===== config.mk =====
export PLATFORM = sky130hd
export DESIGN_NAME = helppll_ctrl
export DESIGN_NICKNAME = d
export VERILOG_FILES = /design/src/rtl/helppll_ctrl_pkg.sv /design/src/rtl/helppll_ctrl_step.sv /design/src/rtl/helppll_ctrl.sv
export SDC_FILE = /design/constraint.sdc
export NUM_CORES = 1
export LEC_CHECK = 0
export BUFFER_PORTS_ARGS = -buffer_cell sky130_fd_sc_hd__buf_2
export CAP_MARGIN = 25
export CORE_ASPECT_RATIO = 0.8
export CORE_MARGIN = 4
export CORE_UTILIZATION = 40
export CTS_BUF_LIST = sky130_fd_sc_hd__clkbuf_4
export DETAILED_ROUTE_END_ITERATION = 12
export PLACE_DENSITY = 0.66
export SETUP_SLACK_MARGIN = 0.3
export SLEW_MARGIN = 20
export SYNTH_ARGS = -nofsm -noshare
export SYNTH_HDL_FRONTEND = slang
export SYNTH_HIERARCHICAL = 1
export SYNTH_SLANG_ARGS = --single-unit

===== constraint.sdc =====
create_clock -name clk -period 15.9 [get_ports clk]
set_input_delay 1.59 -clock clk [delete_from_list [all_inputs] [get_ports clk]]
set_output_delay 1.59 -clock clk [all_outputs]
set_load 0.005 [all_outputs]

===== src/rtl/helppll_ctrl_pkg.sv =====
// helppll_ctrl_pkg: state encoding and abs/saturate helpers for the helper-PLL loop controller
package helppll_ctrl_pkg;
  typedef enum logic [2:0] {IDLE = 3'd0, COARSE = 3'd1, FINE = 3'd2, LOCKED = 3'd3} state_e;
  function automatic logic signed [63:0] abs_sat(input logic signed [63:0] v, input int w);
    logic signed [63:0] mn;
    mn = -(64'sd1 <<< (w - 1));
    return (v == mn) ? -(mn + 64'sd1) : ((v < 0) ? -v : v);
  endfunction
  function automatic logic signed [63:0] sat_u(input logic signed [63:0] v, input int w);
    logic signed [63:0] mx;
    mx = (64'sd1 <<< w) - 64'sd1;
    return (v < 0) ? 64'sd0 : ((v > mx) ? mx : v);
  endfunction
  function automatic logic signed [63:0] sat_s(input logic signed [63:0] v, input int w);
    logic signed [63:0] mx;
    mx = (64'sd1 <<< (w - 1)) - 64'sd1;
    return (v > mx) ? mx : ((v < -mx - 64'sd1) ? -mx - 64'sd1 : v);
  endfunction
endpackage


===== src/rtl/helppll_ctrl_step.sv =====
// helppll_ctrl_step: registered err -> step -> saturated tune_next (integrator under HELPPLL_CTRL_INTEG_EN)
module helppll_ctrl_step
  import helppll_ctrl_pkg::*;
#(
  parameter int DWIDTH = 32,
  parameter int TWIDTH = 16
) (
  input  logic              clk,
  input  logic              reset,
  input  logic              accept,
  input  logic              clr_integ,
  input  logic [DWIDTH-1:0] freqdiff,
  input  logic [3:0]        kp_shift,
  input  logic [3:0]        ki_shift,
  input  logic [TWIDTH-1:0] tune,
  output logic              valid,
  output logic [DWIDTH-1:0] abs_err,
  output logic [TWIDTH-1:0] tune_next
);
  logic signed [DWIDTH-1:0] err_q, err_d;
  logic valid_q, valid_d;
  logic signed [63:0] step_raw, step;
  always_comb begin
    err_d = accept ? $signed(freqdiff) : err_q;
    valid_d = accept;
  end
  always_ff @(posedge clk) begin
    if (reset) begin
      err_q <= '0;
      valid_q <= 1'b0;
    end else begin
      err_q <= err_d;
      valid_q <= valid_d;
    end
  end
`ifdef HELPPLL_CTRL_INTEG_EN
  localparam int IW = DWIDTH + 8;
  logic signed [IW-1:0] integ_q, integ_d;
  always_comb integ_d = clr_integ ? '0 : accept ? IW'(sat_s(64'(integ_q) + 64'($signed(freqdiff)), IW)) : integ_q;
  always_ff @(posedge clk) begin
    if (reset) integ_q <= '0;
    else integ_q <= integ_d;
  end
  assign step_raw = (64'(err_q) >>> kp_shift) + (64'(integ_q) >>> ki_shift);
`else
  logic unused_ki;
  assign unused_ki = ^{ki_shift, clr_integ};
  assign step_raw = 64'(err_q) >>> kp_shift;
`endif
  assign step = (step_raw == 0 && err_q != 0) ? ((err_q < 0) ? -64'sd1 : 64'sd1) : step_raw;
  assign tune_next = TWIDTH'(sat_u($signed(64'(tune)) - step, TWIDTH));
  assign abs_err = DWIDTH'(abs_sat(64'(err_q), DWIDTH));
  assign valid = valid_q;
endmodule


===== src/rtl/helppll_ctrl.sv =====
// helppll_ctrl: helper-PLL acquisition/tracking/lock controller; HELPPLL_CTRL_INTEG_EN adds an integral path
module helppll_ctrl
  import helppll_ctrl_pkg::*;
#(
  parameter int DWIDTH      = 32,
  parameter int TWIDTH      = 16,
  parameter int SETTLE_SAMP = 2,
  parameter int LOCK_CNT    = 8,
  parameter int UNLOCK_CNT  = 4,
  parameter int RST_GATE    = 1000
) (
  input  logic              clk,
  input  logic              reset,
  input  logic              enable,
  input  logic [DWIDTH-1:0] freqdiff,
  input  logic              stb_freqdiff,
  input  logic [DWIDTH-1:0] gate_coarse,
  input  logic [DWIDTH-1:0] gate_fine,
  input  logic [DWIDTH-1:0] lock_tol,
  input  logic [3:0]        kp_shift,
  input  logic [3:0]        ki_shift,
  input  logic [TWIDTH-1:0] tune_init,
  output logic [DWIDTH-1:0] refcntsamp,
  output logic [TWIDTH-1:0] tune,
  output logic              tune_stb,
  input  logic              tune_ack,
  output logic              locked,
  output logic [2:0]        state,
  output logic [15:0]       lostlock_cnt
);
  localparam logic [7:0] SETTLE = 8'(SETTLE_SAMP);
  localparam logic [7:0] LOCK = 8'(LOCK_CNT);
  localparam logic [7:0] UNLOCK = 8'(UNLOCK_CNT);
  state_e state_q, state_d;
  logic [TWIDTH-1:0] tune_q, tune_d, tune_next;
  logic [DWIDTH-1:0] refcnt_q, refcnt_d, abs_err, far_tol;
  logic [15:0] lost_q, lost_d;
  logic [7:0] settle_q, settle_d, good_q, good_d, bad_q, bad_d;
  logic tune_stb_q, tune_stb_d, locked_q, locked_d;
  logic accept, valid, clr_integ, correct, in_tol, far;
  assign accept = enable && state_q != IDLE && stb_freqdiff && !tune_stb_q && settle_q == '0 && !valid;
  assign far_tol = DWIDTH'(sat_u($signed(64'(lock_tol)) <<< 3, DWIDTH));
  assign in_tol = abs_err <= lock_tol;
  assign far = abs_err > far_tol;
  helppll_ctrl_step #(.DWIDTH(DWIDTH), .TWIDTH(TWIDTH)) u_step (
    .clk(clk), .reset(reset), .accept(accept), .clr_integ(clr_integ), .freqdiff(freqdiff),
    .kp_shift(kp_shift), .ki_shift(ki_shift), .tune(tune_q), .valid(valid), .abs_err(abs_err),
    .tune_next(tune_next)
  );
  always_comb begin
    state_d = state_q;
    tune_d = tune_q;
    tune_stb_d = tune_stb_q;
    refcnt_d = refcnt_q;
    locked_d = locked_q;
    lost_d = lost_q;
    settle_d = settle_q;
    good_d = good_q;
    bad_d = bad_q;
    clr_integ = 1'b0;
    correct = 1'b0;
    if (state_q == IDLE) begin
      clr_integ = 1'b1;
      if (enable) begin
        state_d = COARSE;
        tune_d = tune_init;
        tune_stb_d = 1'b1;
        refcnt_d = gate_coarse;
        settle_d = SETTLE;
      end
    end else if (!enable) begin
      tune_stb_d = tune_stb_q && !tune_ack;
      if (!tune_stb_q) begin
        state_d = IDLE;
        locked_d = 1'b0;
        refcnt_d = DWIDTH'(RST_GATE);
        settle_d = '0;
        good_d = '0;
        bad_d = '0;
      end
    end else begin
      if (tune_stb_q && tune_ack) begin
        tune_stb_d = 1'b0;
        settle_d = SETTLE;
      end else if (stb_freqdiff && !tune_stb_q && !valid && settle_q != '0) settle_d = settle_q - 8'd1;
      if (valid) begin
        correct = 1'b1;
        if (state_q == COARSE && in_tol) begin
          correct = 1'b0;
          state_d = FINE;
          refcnt_d = gate_fine;
          settle_d = SETTLE;
          good_d = '0;
        end else if (state_q == FINE) begin
          good_d = in_tol ? good_q + 8'd1 : 8'd0;
          if (far) begin
            state_d = COARSE;
            refcnt_d = gate_coarse;
            settle_d = SETTLE;
            good_d = '0;
            clr_integ = 1'b1;
          end else if (good_d == LOCK) begin
            state_d = LOCKED;
            locked_d = 1'b1;
            bad_d = '0;
          end
        end else if (state_q == LOCKED) begin
          bad_d = in_tol ? 8'd0 : bad_q + 8'd1;
          if (bad_d == UNLOCK) begin
            state_d = FINE;
            locked_d = 1'b0;
            good_d = '0;
            bad_d = '0;
            lost_d = lost_q + {15'd0, lost_q != 16'hFFFF};
          end
        end
        if (correct && tune_next != tune_q) begin
          tune_d = tune_next;
          tune_stb_d = 1'b1;
        end
      end
    end
  end
  always_ff @(posedge clk) begin
    if (reset) begin
      state_q <= IDLE;
      tune_q <= '0;
      tune_stb_q <= 1'b0;
      refcnt_q <= DWIDTH'(RST_GATE);
      locked_q <= 1'b0;
      lost_q <= '0;
      settle_q <= '0;
      good_q <= '0;
      bad_q <= '0;
    end else begin
      state_q <= state_d;
      tune_q <= tune_d;
      tune_stb_q <= tune_stb_d;
      refcnt_q <= refcnt_d;
      locked_q <= locked_d;
      lost_q <= lost_d;
      settle_q <= settle_d;
      good_q <= good_d;
      bad_q <= bad_d;
    end
  end
  assign refcntsamp = refcnt_q;
  assign tune = tune_q;
  assign tune_stb = tune_stb_q;
  assign locked = locked_q;
  assign state = state_q;
  assign lostlock_cnt = lost_q;
endmodule


==> results of run 1 <==
layer usage:
metal  global-route usage, %  vias to the layer above
met5                       0                        -
met4                    4.41                        0
met3                    3.30                       35
met2                    32.8                      437
met1                    31.6                     5662
li1                        -                     5860
registers in the layout (all words and copies together) (netlist names):
signal and cells:
state 2, good_q 8, bad_q 8, u_step/err_q 32, lostlock_cnt 16, tune 16, u_step/valid 1, refcntsamp 32
tune_stb 1, locked 1, settle_q 8
area by class of cell:
class                           instances  share of cell area [%]
Multi-Input combinational cell       1213                    65.6
Sequential cell                       125                    18.6
Timing Repair Buffer                  227                    8.61
Tap cell                              377                    3.51
Inverter                               57                    1.59
Clock inverter                         14                    1.09
Clock buffer                           17                   0.949
Antenna cell                            1                  0.0186
tightest hold or removal path: cells and delay by family (launching register included):
kind               cells  cell delay, ns
AOI/OAI and AO/OA      1            0.05
DFF                    1            0.34
and+or+nand+nor        1            0.06
metrics by stage:
stage	instances	total power, W	area [um^2]	utilization [%]	setup slack [ns]
2_1_floorplan	1501	0.000729	12000	-	7.86
3_3_place_gp	1999	0.000844	13200	44.7	6.05
3_5_place_dp	1999	0.000856	13200	44.7	5.92
4_1_cts	2030	0.00109	13400	45.7	6.51
5_1_grt	2031	0.00117	13400	45.7	6.34
6_report	2031	0.00109	13400	45.7	6.96
power groups by stage:
stage          clock (W)  sequential, W  combinational (W)
4_1_cts         0.000243       0.000373           0.000478
5_1_grt         0.000255       0.000377           0.000535
3_3_place_gp           0       0.000378           0.000466
6_report        0.000233       0.000373           0.000483
3_5_place_dp           0       0.000380           0.000476
2_1_floorplan          0       0.000367           0.000362
layout by cell type (no fill, tap or decap), drive strengths merged, types with 26 or more instances in the layout:
cell	count
a221oi	26
dfxtp	125
nand3	38
a31oi	35
mux2i	61
ha	88
nand4	28
nor2	162
nand2	156
inv	59
nor3	55
buf	227
xor2	36
mux4	32
a21oi	114
a21o	29
o21ai	87
path summary, 6_finish.rpt:
kind                                                   start                    end  slack (ns)
worst max-delay path            u_step/err_q[1]$_SDFFE_PP0P_   tune[9]$_SDFFE_PP0P_        6.96
worst min-delay path                   bad_q[7]$_SDFFE_PP0P_  bad_q[7]$_SDFFE_PP0P_        0.48
worst min register to register         bad_q[7]$_SDFFE_PP0P_  bad_q[7]$_SDFFE_PP0P_        0.48
worst max register to register  u_step/err_q[1]$_SDFFE_PP0P_   tune[9]$_SDFFE_PP0P_        6.96
==> flow_metrics.py, run 1 <==
metrics = {
    "finish": {
        "layout.nets": 1887,
        "fillers": 2972,
        "drive_above_1_share_pct": 23.0,
        "multiInputGateArea_um2": 8830,
        "seqCellArea_um2": 2500,
        "areaGrowthSynthToFinish_pct": 12.0,
    },
    "worst_setup_path": {
        "slowest_delay_ns": 0.70,
        "crit_top_cell": "ha_1",
        "cp_top_family": "simple AND/OR/NAND/NOR gates",
        "criticalPathCategory": "reg2reg",
        "worstRegToRegCells": 31,
        "crit_path_top_delay_cell": "nor4_4",
        "crit_arrival_ns": 9.35,
        "critPathBufInv": 2,
        "required_ns": 16.31,
        "cp_max_fo": 33,
        "cp-start-kind": "flip-flop",
        "path_depth": 31,
        "end_kind": "flip-flop",
    },
    "sta": {
        "max_slew_margin_pct": 36.3,
        "fin_tns_setup_ns": 0,
        "holdWs_ns": 0.480,
        "rsz0062_at_grt": "false",
        "setup_violations": 0,
        "finalCritPeriodShare_pct": 56.2,
        "fmax_ghz": 0.112,
        "final_hold_viol_count": 0,
        "skew_ns": 0.0274,
        "worst_slew_pin_slew_ns": 0.954,
        "drv_slew": 0,
        "final.min_clock_period_ns": 8.94,
    },
    "cts": {
        "clk-insertion-delay-late_ns": 0.56,
        "cts-resized-gates": 0,
        "cts_max_path_buffers": 2,
        "cts_tree": "done",
        "path_clk_slew_ns": 0.12,
        "htree_levels": 4,
        "clock-sinks": 125,
        "holdBufCountCts": 0,
        "root_buffer": "clkbuf_4",
        "cts_buffers": 17,
        "post_cts_buffers": 0,
    },
    "detailed_routing": {
        "wl_met3_um": 2450,
        "drt_iter0_drc": 1151,
        "drc": 0,
        "dr_total_vias": 12000,
        "first_pass_iters": 6,
        "ant_nets": 0,
        "viasPerCell": 5.91,
        "routedWlPerCell_um": 17.9,
        "met2WireLength_um": 16000,
        "wl_met1_um": 17500,
        "drt_wl_total_um": 36400,
        "top_layer": "met4",
    },
    "power": {
        "ir_worst_vdd_mv": 0.0465,
        "pwr-share-clk_pct": 21.4,
        "pwr_density_cell_nw_per_um2": 80.9,
        "p_seq_share_pct": 34.3,
        "p_sw_w": 0.000463,
        "swShare_pct": 42.6,
        "combPwrFrac_pct": 44.4,
        "leakage_nw": 5.90,
        "p_int_w": 0.000625,
    },
    "run_status": {
        "status": "finished, final reports clean",
    },
    "die": {
        "core-area_um2": 29400,
        "initial_utilization_pct": 40.8,
        "die_w_um": 202,
        "io_pins": 226,
        "num_rows": 56,
        "die_area_um2": 32900,
        "die_h_um": 163,
    },
    "grt": {
        "grt_max_degree": 71,
        "grt_pass1_vias": 10900,
        "track_usage_pct": 21.3,
        "grt-ovfl-total": 0,
        "grt_pass1_wl_um": 58400,
        "antenna_found_initial": 1,
    },
    "place": {
        "gp_congestion": 0.924,
        "io_buffer_count": 220,
        "hpwlAfterDp_um": 27700,
    },
    "flow_run": {
        "max_cap_violations": 0,
    },
    "logic_synthesis": {
        "syn_area_um2": 12000,
        "syn-num-nets": 1747,
        "syn_area_per_cell_um2": 8.00,
        "ys_warn_count": 6,
        "synth_cells": 1501,
    },
    "hold_path": {
        "holdCritPathClass": "reg2reg",
        "whs_path_depth": 2,
    },
}
Power figures use the tool's default switching activity.
==> inputs of run 2 (changes only) <==
--- a/config.mk
+++ b/config.mk
@@ -5,6 +5,7 @@
 export SDC_FILE = /design/constraint.sdc
 export NUM_CORES = 1
 export LEC_CHECK = 0
+export ABC_AREA = 1
 export BUFFER_PORTS_ARGS = -buffer_cell sky130_fd_sc_hd__buf_2
 export CAP_MARGIN = 25
 export CORE_ASPECT_RATIO = 0.8
==> constraint.sdc (replaced) <==
create_clock -name clk -period 8.6 [get_ports clk]
set_input_delay 0.86 -clock clk [delete_from_list [all_inputs] [get_ports clk]]
set_output_delay 0.86 -clock clk [all_outputs]
set_load 0.005 [all_outputs]
==> flow_metrics.py, run 2 <==
metrics = {
    "run_status": {
        "status": "finished, final reports clean",
    },
    "cts": {
        "clock-sinks": 125,
        "clk-insertion-delay-late_ns": 0.56,
        "root_buffer": "clkbuf_4",
        "cts_tree": "done",
        "holdBufCountCts": 0,
        "htree_levels": 4,
        "post_cts_buffers": 0,
        "path_clk_slew_ns": 0.15,
        "cts_max_path_buffers": 2,
        "cts-resized-gates": 0,
        "cts_buffers": 17,
    },
    "worst_setup_path": {
        "cp_max_fo": 32,
        "cp-start-kind": "input port",
        "crit_arrival_ns": 7.73,
        "crit_top_cell": "nand2_1",
        "slowest_delay_ns": 0.54,
        "crit_path_top_delay_cell": "inv_1",
        "criticalPathCategory": "in2reg",
        "critPathBufInv": 6,
        "cp_top_family": "simple AND/OR/NAND/NOR gates",
        "end_kind": "flip-flop",
        "required_ns": 9.06,
    },
    "logic_synthesis": {
        "syn_area_per_cell_um2": 6.11,
        "ys_warn_count": 6,
        "syn_area_um2": 11900,
        "synth_cells": 1947,
        "syn-num-nets": 2193,
    },
    "sta": {
        "final.min_clock_period_ns": 7.27,
        "skew_ns": 0.0351,
        "final_hold_viol_count": 0,
        "finalCritPeriodShare_pct": 84.5,
        "fin_tns_setup_ns": 0,
        "max_slew_margin_pct": 35.7,
        "rsz0062_at_grt": "false",
        "drv_slew": 0,
        "setup_violations": 0,
        "fmax_ghz": 0.138,
        "worst_slew_pin_slew_ns": 0.962,
    },
    "power": {
        "p_sw_w": 0.00157,
        "ir_worst_vdd_mv": 0.143,
        "swShare_pct": 50.5,
        "pwr-share-clk_pct": 14.9,
        "p_seq_share_pct": 27.9,
        "leakage_nw": 6.74,
        "p_int_w": 0.00154,
        "pwr_density_cell_nw_per_um2": 231,
        "combPwrFrac_pct": 57.1,
    },
    "detailed_routing": {
        "wl_met3_um": 1680,
        "met2WireLength_um": 16900,
        "dr_total_vias": 13400,
        "routedWlPerCell_um": 15.0,
        "drc": 0,
        "viasPerCell": 5.34,
        "top_layer": "met4",
        "first_pass_iters": 6,
        "drt_wl_total_um": 37500,
        "wl_met1_um": 18300,
        "drt_iter0_drc": 962,
        "ant_nets": 0,
    },
    "finish": {
        "layout_common_cells": "nand2_1 (477), buf_2 (220), nor2_1 (211)",
        "fin_cells": 2505,
        "layout.nets": 2360,
        "areaGrowthSynthToFinish_pct": 13.2,
        "layout_commonest_cell": "nand2_1",
        "drive_above_1_share_pct": 15.1,
    },
    "grt": {
        "grt-ovfl-total": 0,
        "grt_pass1_wl_um": 61100,
        "antenna_found_initial": 1,
        "grt_max_degree": 71,
        "track_usage_pct": 22.1,
        "grt_pass1_vias": 12300,
    },
    "place": {
        "gp_congestion": 0.978,
        "io_buffer_count": 220,
        "hpwlAfterDp_um": 29300,
        "place_inst": 2472,
    },
    "die": {
        "die_w_um": 201,
        "die_area_um2": 32600,
        "initial_utilization_pct": 40.6,
        "die_h_um": 162,
        "num_rows": 56,
        "io_pins": 226,
        "core-area_um2": 29400,
    },
    "flow_run": {
        "max_cap_violations": 0,
    },
    "hold_path": {
        "holdCritPathClass": "reg2reg",
    },
}
==> run 2: final cells by class <==
cell class / instances / area, um^2
multi-input combinational: 1541 / 8260
timing repair buffer: 233 / 1200
fill: 3112 / 15900
clock buffer: 17 / 128
sequential: 125 / 2500
antenna: 1 / 2.50
tap: 377 / 472
clock inverter: 15 / 175
inverter: 196 / 738
==> run 2: through the flow <==
stage | util [%] | hold slack, ns | worst slack [ns] | power [W] | cell area, um^2
after floorplan | - | 0.440 | 2.56 | 0.00215 | 11900
final | 45.9 | 0.478 | 1.33 | 0.00311 | 13500
after global routing | 45.9 | 0.477 | 0.607 | 0.00341 | 13500
after CTS | 45.9 | 0.480 | 1.51 | 0.00311 | 13500
after detailed placement | 44.9 | 0.459 | 0.934 | 0.00263 | 13200
after global placement | 44.8 | 0.451 | 1.07 | 0.00259 | 13200
==> run 2: worst paths after layout <==
path	start	to	slack, ns	depth (start not counted)
max reg2reg	u_step/err_q[1]$_SDFFE_PP0P_	tune[12]$_SDFFE_PP0P_	1.99	45
min	settle_q[0]$_SDFFE_PP0P_	settle_q[0]$_SDFFE_PP0P_	0.48	2
max	kp_shift[2]	tune[12]$_SDFFE_PP0P_	1.33	39
min reg2reg	settle_q[0]$_SDFFE_PP0P_	settle_q[0]$_SDFFE_PP0P_	0.48	2
==> run 2: per-layer routing <==
metal  global-route usage (%)  vias to the layer above
li1                         -                     6854
met1                     31.5                     6152
met2                     36.0                      330
met3                     2.85                       36
met4                     4.82                        0
met5                        0                        -
==> run 2: power groups by stage <==
stage | Combinational [W] | Sequential (W) | Clock, W
6_report | 0.00178 | 0.000868 | 0.000463
3_3_place_gp | 0.00171 | 0.000874 | 0
4_1_cts | 0.00177 | 0.000865 | 0.000476
5_1_grt | 0.00202 | 0.000889 | 0.000499
2_1_floorplan | 0.00130 | 0.000845 | 0
3_5_place_dp | 0.00176 | 0.000877 | 0
==> run 2: worst reg2reg max path: cells and delay by family, from the launching register on <==
| family | cells | cell delay [ns] |
|---|---|---|
| adder cells (fa/ha/maj) | 3 | 0.66 |
| flip-flops | 1 | 0.32 |
| AO/OA/AOI/OAI | 3 | 0.48 |
| AND/OR/NAND/NOR | 31 | 4.23 |
| buffers and inverters | 8 | 0.84 |
